$ cat src/rtl/ram_ref_arb_pkg.sv
// Shared definitions for the DRAM access / CBR refresh arbiter.
package ram_ref_arb_pkg;

  typedef enum logic [2:0] {
    IDLE     = 3'd0,
    ACC_ROW  = 3'd1,
    ACC_COL  = 3'd2,
    REF_CAS  = 3'd3,
    REF_RAS  = 3'd4,
    REF_DONE = 3'd5,
    PRECHG   = 3'd6
  } state_e;

  localparam int PRECHG_CYC_DEF  = 2;
  localparam int REF_RAS_CYC_DEF = 3;

  // Down-counter load value: the phase lasts until the counter reads zero.
  function automatic logic [2:0] cyc_load(input int cyc);
    return 3'(cyc - 1);
  endfunction

endpackage

$ cat src/rtl/ram_ref_arb_sync2.sv
// Two-flop synchronizer for a single asynchronous level input.
module sync2 (
  input  logic clk,
  input  logic rst_n,
  input  logic d,
  output logic q
);

  logic meta_q, meta_d;
  logic sync_q, sync_d;

  always_comb begin
    meta_d = d;
    sync_d = meta_q;
  end

  always_ff @(posedge clk or negedge rst_n) begin
    if (!rst_n) begin
      meta_q <= 1'b0;
      sync_q <= 1'b0;
    end else begin
      meta_q <= meta_d;
      sync_q <= sync_d;
    end
  end

  assign q = sync_q;

endmodule

$ cat src/rtl/ram_ref_arb.sv
// DRAM controller arbiter: CPU RAM accesses versus CAS-before-RAS refresh,
// with registered glitch-free strobes.
module ram_ref_arb
  import ram_ref_arb_pkg::*;
#(
  parameter int PRECHG_CYC  = PRECHG_CYC_DEF,
  parameter int REF_RAS_CYC = REF_RAS_CYC_DEF
) (
  input  logic FCLK,
  input  logic nRESin,
  input  logic RefReq,
  input  logic RefUrgent,
  input  logic BACT,
  input  logic RAMCS,
  output logic nRAS,
  output logic nCAS,
  output logic RASMux,
  output logic RAMReady,
  output logic RefAck,
  output logic RefMiss
);

  localparam logic [2:0] PRECHG_LOAD  = cyc_load(PRECHG_CYC);
  localparam logic [2:0] REF_RAS_LOAD = cyc_load(REF_RAS_CYC);

  logic   ref_req_s, ref_urg_s, ref_rise;
  state_e state_q, state_d;
  logic [2:0] cnt_q, cnt_d;
  logic   ref_req_dly_q, ref_req_dly_d;
  logic   ref_pend_q, ref_pend_d;
  logic   ref_miss_q, ref_miss_d;
  logic   nras_q, nras_d;
  logic   ncas_q, ncas_d;
  logic   rasmux_q, rasmux_d;
  logic   ready_q, ready_d;
  logic   ack_q, ack_d;

  sync2 u_sync_req (.clk(FCLK), .rst_n(nRESin), .d(RefReq),    .q(ref_req_s));
  sync2 u_sync_urg (.clk(FCLK), .rst_n(nRESin), .d(RefUrgent), .q(ref_urg_s));

  assign ref_rise = ref_req_s & ~ref_req_dly_q;

  always_comb begin
    state_d = state_q;
    cnt_d   = cnt_q;
    case (state_q)
      IDLE: begin
        if (ref_pend_q && ref_urg_s)  state_d = REF_CAS;
        else if (BACT && RAMCS)       state_d = ACC_ROW;
        else if (ref_pend_q)          state_d = REF_CAS;
      end
      ACC_ROW:  state_d = BACT ? ACC_COL : PRECHG;
      ACC_COL:  if (!BACT) state_d = PRECHG;
      REF_CAS:  state_d = REF_RAS;
      REF_RAS: begin
        if (cnt_q == 3'd0) state_d = REF_DONE;
        else               cnt_d   = cnt_q - 3'd1;
      end
      REF_DONE: state_d = PRECHG;
      PRECHG: begin
        if (cnt_q == 3'd0) state_d = IDLE;
        else               cnt_d   = cnt_q - 3'd1;
      end
      default:  state_d = IDLE;
    endcase

    if (state_d == REF_RAS && state_q != REF_RAS) cnt_d = REF_RAS_LOAD;
    if (state_d == PRECHG  && state_q != PRECHG)  cnt_d = PRECHG_LOAD;
  end

  // A new request edge beats the clear on REF_DONE entry so it is never lost.
  always_comb begin
    ref_req_dly_d = ref_req_s;
    ref_pend_d    = ref_rise |
                    (ref_pend_q & ~(state_d == REF_DONE && state_q != REF_DONE));
    ref_miss_d    = ref_miss_q | (ref_rise & ref_pend_q);
  end

  // Outputs decoded from the next state so they flop together with it.
  always_comb begin
    nras_d   = !(state_d == ACC_ROW || state_d == ACC_COL || state_d == REF_RAS);
    ncas_d   = !(state_d == ACC_COL || state_d == REF_CAS || state_d == REF_RAS);
    rasmux_d = (state_d == ACC_COL);
    ready_d  = (state_d == ACC_COL);
    ack_d    = (state_d == REF_DONE);
  end

  always_ff @(posedge FCLK or negedge nRESin) begin
    if (!nRESin) begin
      state_q       <= IDLE;
      cnt_q         <= 3'd0;
      ref_req_dly_q <= 1'b0;
      ref_pend_q    <= 1'b0;
      ref_miss_q    <= 1'b0;
      nras_q        <= 1'b1;
      ncas_q        <= 1'b1;
      rasmux_q      <= 1'b0;
      ready_q       <= 1'b0;
      ack_q         <= 1'b0;
    end else begin
      state_q       <= state_d;
      cnt_q         <= cnt_d;
      ref_req_dly_q <= ref_req_dly_d;
      ref_pend_q    <= ref_pend_d;
      ref_miss_q    <= ref_miss_d;
      nras_q        <= nras_d;
      ncas_q        <= ncas_d;
      rasmux_q      <= rasmux_d;
      ready_q       <= ready_d;
      ack_q         <= ack_d;
    end
  end

  assign nRAS     = nras_q;
  assign nCAS     = ncas_q;
  assign RASMux   = rasmux_q;
  assign RAMReady = ready_q;
  assign RefAck   = ack_q;
  assign RefMiss  = ref_miss_q;

endmodule
$ cat config.mk
export PLATFORM = sky130hd
export DESIGN_NAME = ram_ref_arb
export DESIGN_NICKNAME = d
export VERILOG_FILES = /design/src/rtl/ram_ref_arb_pkg.sv /design/src/rtl/ram_ref_arb_sync2.sv /design/src/rtl/ram_ref_arb.sv
export SDC_FILE = /design/constraint.sdc
export NUM_CORES = 1
export LEC_CHECK = 0
export CAP_MARGIN = 10
export CORE_AREA = 2 2 44 46
export DETAILED_ROUTE_END_ITERATION = 8
export DIE_AREA = 0 0 46 48
export PLACE_DENSITY = 0.76
export SYNTH_ARGS = -nofsm -noshare
export SYNTH_HDL_FRONTEND = slang
export SYNTH_SLANG_ARGS = --single-unit
$ cat constraint.sdc
create_clock -name FCLK -period 3.93 [get_ports FCLK]
set_clock_uncertainty 0.2 [all_clocks]
set_input_delay 1.179 -clock FCLK [delete_from_list [all_inputs] [get_ports FCLK]]
set_output_delay 1.179 -clock FCLK [all_outputs]
set_load 0.01 [all_outputs]
Yosys cells after proc, flatten, opt, wreduce, memory -nomap -nowiden. Index checks and enable logic that the tools add are counted. W data, S select, Z words.

Add/sub/neg operators: 1. Equality and inequality tests: 16. Muxes and demuxes: 12. Bitwise gates (word level): 7. Reductions and logical operators: 16.

Operator list (number): $mux W3 (11); $pmux W3 S7 (1); $eq A3 B3 Y1 const B (6); $eq A3 B2 Y1 const B (4); $ne A3 B3 Y1 const B (3); $eq A3 B1 Y1 const B (2); $logic_not A3 Y1 (2); $logic_and A1 B1 Y1 (5); $logic_or A1 B1 Y1 (4); $and A1 B1 Y1 (3); $ne A3 B1 Y1 const B (1); $reduce_bool A3 Y1 (1); $sub A3 B1 Y3 const B (1); $logic_not A1 Y1 (2); $not A1 Y1 (2); $or A1 B1 Y1 (2); $reduce_and A2 Y1 (1); $reduce_or A2 Y1 (1).

Register bits: 17. Bits of input ports: 6. Output and inout port bits: 6.

Logic depth before layout (Yosys ltp).
Word-level depth: 9. Mapped depth: 5.

Hierarchy. From an unflattened synthesis, not the netlist that was laid out.

Cells, all modules: 76. Area total of the unflattened synthesis: 845.8 um^2.

Modules (own cells, without submodules): ram_ref_arb (times used 1, cells each 72, area an instance 745.7 um^2); sync2 (times used 2, cells each 2, area an instance 50.0 um^2).

Worst setup path before layout. OpenSTA, ideal clock, no wires.

Path type: input-to-reg. Start point: in BACT. End point: reg ncas_q, in the netlist nCAS. Library setup time: 77 ps. Data arrival time: 1754 ps. Path slack: 1900 ps. Stages: 3. Buffers on the path: 0. Cells stage by stage: o21ba_2 -> a221o_1 -> a21o_1.

Cells in the longest elaborated chain, start to end: 8. Elaborated cells between the ends (all ways): 12. Classes of those cells: eq/ne (3); mux (5); reduce/logical (4).

RTL lines: from (decl) (line ram_ref_arb.sv:13) `input logic BACT,`; $logic_and A1 B1 Y1 (line ram_ref_arb.sv:49) `else if (BACT && RAMCS) state_d = ACC_ROW;`; $mux W3 (line ram_ref_arb.sv:49); $mux W3 (line ram_ref_arb.sv:48) `if (ref_pend_q && ref_urg_s) state_d = REF_CAS;`; $pmux W3 S7 (*) (line ram_ref_arb.sv:46) `case (state_q)`; $eq A3 B2 Y1 (line ram_ref_arb.sv:82) `ncas_d = !(state_d == ACC_COL || state_d == REF_CAS || state_d == REF_RAS);`; $logic_or A1 B1 Y1 (line ram_ref_arb.sv:82); $logic_or A1 B1 Y1 (*) (line ram_ref_arb.sv:82); $logic_not A1 Y1 (*) (line ram_ref_arb.sv:82); via ncas_d (line ram_ref_arb.sv:33) `logic ncas_q, ncas_d;`; to (signal assigned) (line ram_ref_arb.sv:107) `ncas_q <= ncas_d;`; to (decl) (line ram_ref_arb.sv:33).

Mark *: on every way through the listed nets, which the timed path passes. The rest lies on a longest branch. A chain may end at the register's enable or synchronous reset.

Final worst setup path.
Start point: reg nras_q, in the netlist nRAS. End point: out nRAS.

RTL lines: from (decl) (line ram_ref_arb.sv:32) `logic nras_q, nras_d;`; from (signal assigned) (line ram_ref_arb.sv:106) `nras_q <= nras_d;`; to (decl) (line ram_ref_arb.sv:15) `output logic nRAS,`.

No word-level cell between the ends.

==> out/summary.txt <==
Run status - finished, final reports clean
Syn Inst Count - 79
Per-cell routed wire length - 14.0 µm
Post-route clock period utilization - 68.9%
DRT iter0 DRCs - 16
MaxCap Viol Count - 0
DRT antenna net count - 0
Initial Util - 49.5%
Clock transition at path regs - 0.09 ns
PD cells - 726 mW/mm²
Startpoint type of the worst setup path - flop
RSZ-0062 raised after global routing - false
Die area - 0.00221 mm²
Router iterations before antenna repair - 4
Yosys reg bits - 17
Setup Buffers After CTS - 0
Final hold vios - 0
TNS Setup - 0 ns
CTS root buf - clkbuf_4
Post-CTS Resized - 0
Combinational Power Share - 44.5%
Cell variety after synth - 35
Post-synth net total - 87
I/O Buffers - 11
Yosys warns - 0
Sw Pwr - 268 µW
Total internal power - 431 µW
Die Y - 48 µm
Worst relative slew slack - 51.9%
First-pass GRT wire length - 2560 µm
Register area - 428 µm²
DRT Wirelength - 1500 µm
Hold/Removal Path Class - reg -> reg
Worst-path cell chain - clkdlybuf4s50_1
Final #Nets - 99
Initial antenna violation count - 0
Slowest CP cell - dfstp_2
Fillcell total - 158
Global Route Usage Sum - 16.5%
H-tree levels - 1
GR Overflow Total - 0
Avg Cell Area, Syn - 10.6 µm²
Crit-path leading delay family - flip-flops
Switching Share - 38.3%
Multi-input gate area in the final layout - 354 µm²
Largest net degree at the start of global routing - 18
Reg power frac - 42.7%
DR DRC count - 0
Clock Path Buffers - 2
Vias in the first global route - 600
Routed vias - 626
Biggest regs - cnt_q x3, state_q x3
Setup crit end kind - primary output
Dominant synthesized flop cell - dfrtp_1
Most frequent cells in the layout - 15 x dfrtp_1, 11 x clkdlybuf4s50_1
Pleak - 0.443 nW
Routability Congestion - 0.785
Post-DP HPWL - 1130 µm
Antenna Cells - 0
Synth Cell Area - 836 µm²
Routed vias/inst - 5.85
# hold bufs at CTS - 0
Clk sinks - 17
Final setup fails - 0
Max incr delay on CP - 0.52 ns
Final Core Density - 57.0%
Period minus WS final - 2.71 ns
Number of cell rows - 15
WP data arrival - 1.33 ns
Most common cell after layout, fill and taps aside - dfrtp_1
Tightest Pin Transition - 0.720 ns
Area delta synth->final - 15.1%
Critical path class - reg -> out
CP Max Fanout - 1
Area of the core - 0.00169 mm²
TritonCTS buffer count - 3
CP required - 2.55 ns
Seq/Total Area, Yosys - 51.2%
Number of synthesized flops with an enable pin - 0
Clock power share - 12.7%
CTS tree - done
Max Slew Vio Count - 0
Ports - 12
Max frequency - 0.369 GHz
Clk Latency, worst-skew pair - 0.29 ns
DIE WIDTH - 46 µm
Share of layout cells above drive strength 1 - 10.0%
CP Buf/Inv Count - 1
Async SR Flop Fraction - 100%
Max IR drop VDD - 0.339 mV
## final timing paths
path	startpoint	endpoint	slack, ns	cells past startpoint
hold / removal	u_sync_urg.meta_q	u_sync_urg.q	0.17	0
hold reg to reg	u_sync_urg.meta_q	u_sync_urg.q	0.17	0
min in group asynchronous	nRESin	RefAck	1.12	1
setup reg to reg	cnt_q[0]	cnt_q[0]	2.09	5
setup / recovery	nRAS	nRAS	1.22	1
max in group asynchronous	nRESin	ref_pend_q	1.96	1
## routing by layer
| metal | vias up | track usage (%) | part of all wire [%] |
|---|---|---|---|
| met4 | 0 | 8.57 | 2.3 |
| met3 | 5 | 2.26 | 4.9 |
| li1 | 303 | - | - |
| met5 | - | 0 | 0 |
| met1 | 296 | 20.4 | 44 |
| met2 | 22 | 28.1 | 48 |
## cell usage after synthesis (3+ instances only)
cell	number	area share (%)
nand2_1	5	2.2
nand2b_1	3	2.2
a21oi_1	5	3.0
inv_1	5	2.2
o21ai_0	4	2.4
dfrtp_1	15	45
a21o_1	5	4.5
nor2_1	4	1.8
## through the flow
| step | hold WS, ns | setup WS [ns] | instances | total power, mW | cell area (µm²) |
|---|---|---|---|---|---|
| final | 0.165 | 1.22 | 107 | 0.698 | 962 |
| after global routing | 0.176 | 1.19 | 107 | 0.757 | 962 |
| after CTS | 0.167 | 1.21 | 107 | 0.705 | 962 |
| after detailed placement | 0.139 | 1.20 | 103 | 0.613 | 936 |
| after global placement | 0.136 | 1.24 | 103 | 0.598 | 936 |
| after floorplan | 0.131 | 1.90 | 79 | 0.534 | 836 |
## power by group through the flow
stage	sequential, mW	clock [mW]	combinational [mW]
6_report	0.298	0.0890	0.311
3_3_place_gp	0.298	0	0.300
5_1_grt	0.308	0.0981	0.351
4_1_cts	0.297	0.0914	0.316
3_5_place_dp	0.301	0	0.312
2_1_floorplan	0.268	0	0.266
## cells by family after synthesis
family / share of synthesized area, %
AO/OA/AOI/OAI: 22.2
AND/OR/NAND/NOR: 17.2
flip-flops: 51.2
buffers and inverters: 6.44
adder cells (fa/ha/maj): 2.99
## area by class of cell
type | count | share of cell area [%]
Inverter | 6 | 2.34
Sequential cell | 17 | 44.5
Multi-Input combinational cell | 52 | 36.8
Timing Repair Buffer | 11 | 11.4
Clock buffer | 4 | 2.73
Tap cell | 17 | 2.21
(Power assumes the default switching activity.)
==> patch (same flow settings) <==
The 7 states of `state_e` get a Gray code encoding in 3 bits.
--- a/src/rtl/ram_ref_arb_pkg.sv
+++ b/src/rtl/ram_ref_arb_pkg.sv
@@ -2,13 +2,13 @@
 package ram_ref_arb_pkg;
 
   typedef enum logic [2:0] {
-    IDLE     = 3'd0,
-    ACC_ROW  = 3'd1,
-    ACC_COL  = 3'd2,
-    REF_CAS  = 3'd3,
-    REF_RAS  = 3'd4,
-    REF_DONE = 3'd5,
-    PRECHG   = 3'd6
+    IDLE     = 3'b000,
+    ACC_ROW  = 3'b001,
+    ACC_COL  = 3'b011,
+    REF_CAS  = 3'b010,
+    REF_RAS  = 3'b110,
+    REF_DONE = 3'b111,
+    PRECHG   = 3'b101
   } state_e;
 
   localparam int PRECHG_CYC_DEF  = 2;
Behaviour: no difference found for any inputs over 10 cycles, from zero or initial values; not proved beyond that.
==> patch against the unedited design <==
Clock power down 3.5%. Cell area shrank 2.5%. Sequential share of layout area up 1.1 points. Area after synthesis is 2.1% lower. Register-to-register slack better by 150 ps. Total power down 6.6%. Non-clock buffer count unchanged. Routed wire length decreased by 8.3%. Sequential cell count unchanged. Via count is 6.9% lower. Critical path depth unchanged. Worst setup slack better by 8.9 ps. Hold slack worse by 12 ps. Largest cell class unchanged.
==> patch: results <==
export IMPL_status="complete, no violations"
export IMPL_yosys_top_cells_area="dfrtp_1 46%, dfstp_2 6.4%, buf_4 4.6%"
export IMPL_clkLatencyLatePin_ps=280
export IMPL_min_path_type="reg2reg"
export IMPL_htreeDepth=1
export IMPL_yosys_warnings=0
export IMPL_grtUsageTotal_pct=15.55
export IMPL_critical_path_slowest_cell="dfstp_2"
export IMPL_clk_root_buffer_cell="clkbuf_4"
export IMPL_diodes=0
export IMPL_yosysSeqAreaShare_pct=52.29
export IMPL_final_nets=94
export IMPL_reg2reg_to="cnt_q[2]$_DFFE_PN0P_"
export IMPL_finalInstanceArea_um2=938.4
export IMPL_vdd_ir_drop_worst_v=0.0003382
export IMPL_crit_family="flip-flops"
export IMPL_synth_main_ff_cell="dfrtp_1"
export IMPL_async_flop_share_pct=100.0
export IMPL_post_dp_hpwl_mm=1.032
export IMPL_synth_nets=83
export IMPL_min_from="u_sync_urg.meta_q$_DFF_PN0_"
export IMPL_drive_gt1_share_pct=12.94
export IMPL_detailedPlace_worstSlack_ps=1363
export IMPL_port_buffer_count=11
export IMPL_post_drt_wl_per_cell_um=13.47
export IMPL_dr_pass1_iters=4
export IMPL_whs_ps=153.5
export IMPL_gp_congestion=0.7637
export IMPL_yosysUniqueCellTypes=34
export IMPL_final_util_pct=55.56
export IMPL_reg2reg_slack_ps=2240
export IMPL_grt_pass1_vias=529
export IMPL_worst_hold_path_endpoint="u_sync_urg.q$_DFF_PN0_"
export IMPL_place_area_um2=912.1
export IMPL_synth_common_cells="15 x dfrtp_1, 5 x buf_4, 5 x inv_1"
export IMPL_top_regs="cnt_q (3), state_q (3)"
export IMPL_grt_max_degree=18
export IMPL_first_iter_violations=7
export IMPL_slowest_delay_ps=520
export IMPL_post_cts_buffers=0
export IMPL_cts_buffers=3
export IMPL_critPathMaxFanout=1
export IMPL_worstMarginPinSlew_ps=700.7
export IMPL_ctsResizeCount=0
export IMPL_arrival_ps=1320
export IMPL_antenna_found_initial=0
export IMPL_clk_pin_slew_ps=80
export IMPL_timing_rr_start="cnt_q[0]$_DFFE_PN0P_"
export IMPL_clockBufferDepth=2
export IMPL_hold_depth=0
export IMPL_hold_viol_final=0
export IMPL_vias=583
export IMPL_n_fill_cell=147
export IMPL_reg2regPathDepth=6
export IMPL_grt_pass1_wl_mm=2.352
export IMPL_total_leakage_power_uw=0.0004232
patch: cell count changes in the layout (fill, tap and decap cells not counted), sizes merged, moves of 2 or more:
cell and delta:
o31ai -2, nand3 +2, nor3 -2, nand2 -2
a21o -4, a22o +2, a221o -2, nand2b +2
patch: how the worst max path moves through the flow:
stage / startpoint / to / slack, ps / cells past startpoint
after global routing: nRAS$_DFF_PN1_ / nRAS / 1170 / 1
after global placement: BACT / state_q[0]$_DFF_PN0_ / 1390 / 5
after detailed placement: BACT / state_q[0]$_DFF_PN0_ / 1360 / 5
after floorplan: BACT / state_q[0]$_DFF_PN0_ / 1970 / 4
after CTS: nCAS$_DFF_PN1_ / nCAS / 1210 / 1
final: nRAS$_DFF_PN1_ / nRAS / 1230 / 1
patch: per-layer routing:
metal	GRT usage, %	wire [um]	up-vias
li1	-	-	282
met1	18.27	608	282
met2	25.56	683	17
met3	5.660	64	2
met4	6.857	18	0
met5	0	0	-
patch: power by group:
group          total (uW)  switching [uW]  internal [uW]  leakage (uW)
Sequential            296            68.6            227      0.000195
Clock                85.9            46.5           39.4     0.0000150
Combinational         271             130            141      0.000213
Total                 652             245            407      0.000423
patch: logic make-up after synthesis:
logic type	share of synthesized area (%)
adders and majority gates	3.058
and+or+nand+nor	18.20
buffers and inverters	7.799
AOI/OAI and AO/OA	18.66
DFF	52.29
patch: final cells by class:
class	instances	area share [%]
sequential	17	45.60
multi-input combinational	46	34.80
timing repair buffer	11	11.73
clock buffer	4	2.800
inverter	7	2.800
tap	17	2.267
patch: through the flow:
stage                     std cells  power, uW
final                           102      652.2
after CTS                       102      657.7
after floorplan                  75      508.8
after global placement           98      564.0
after global routing            102      704.4
after detailed placement         98      567.0
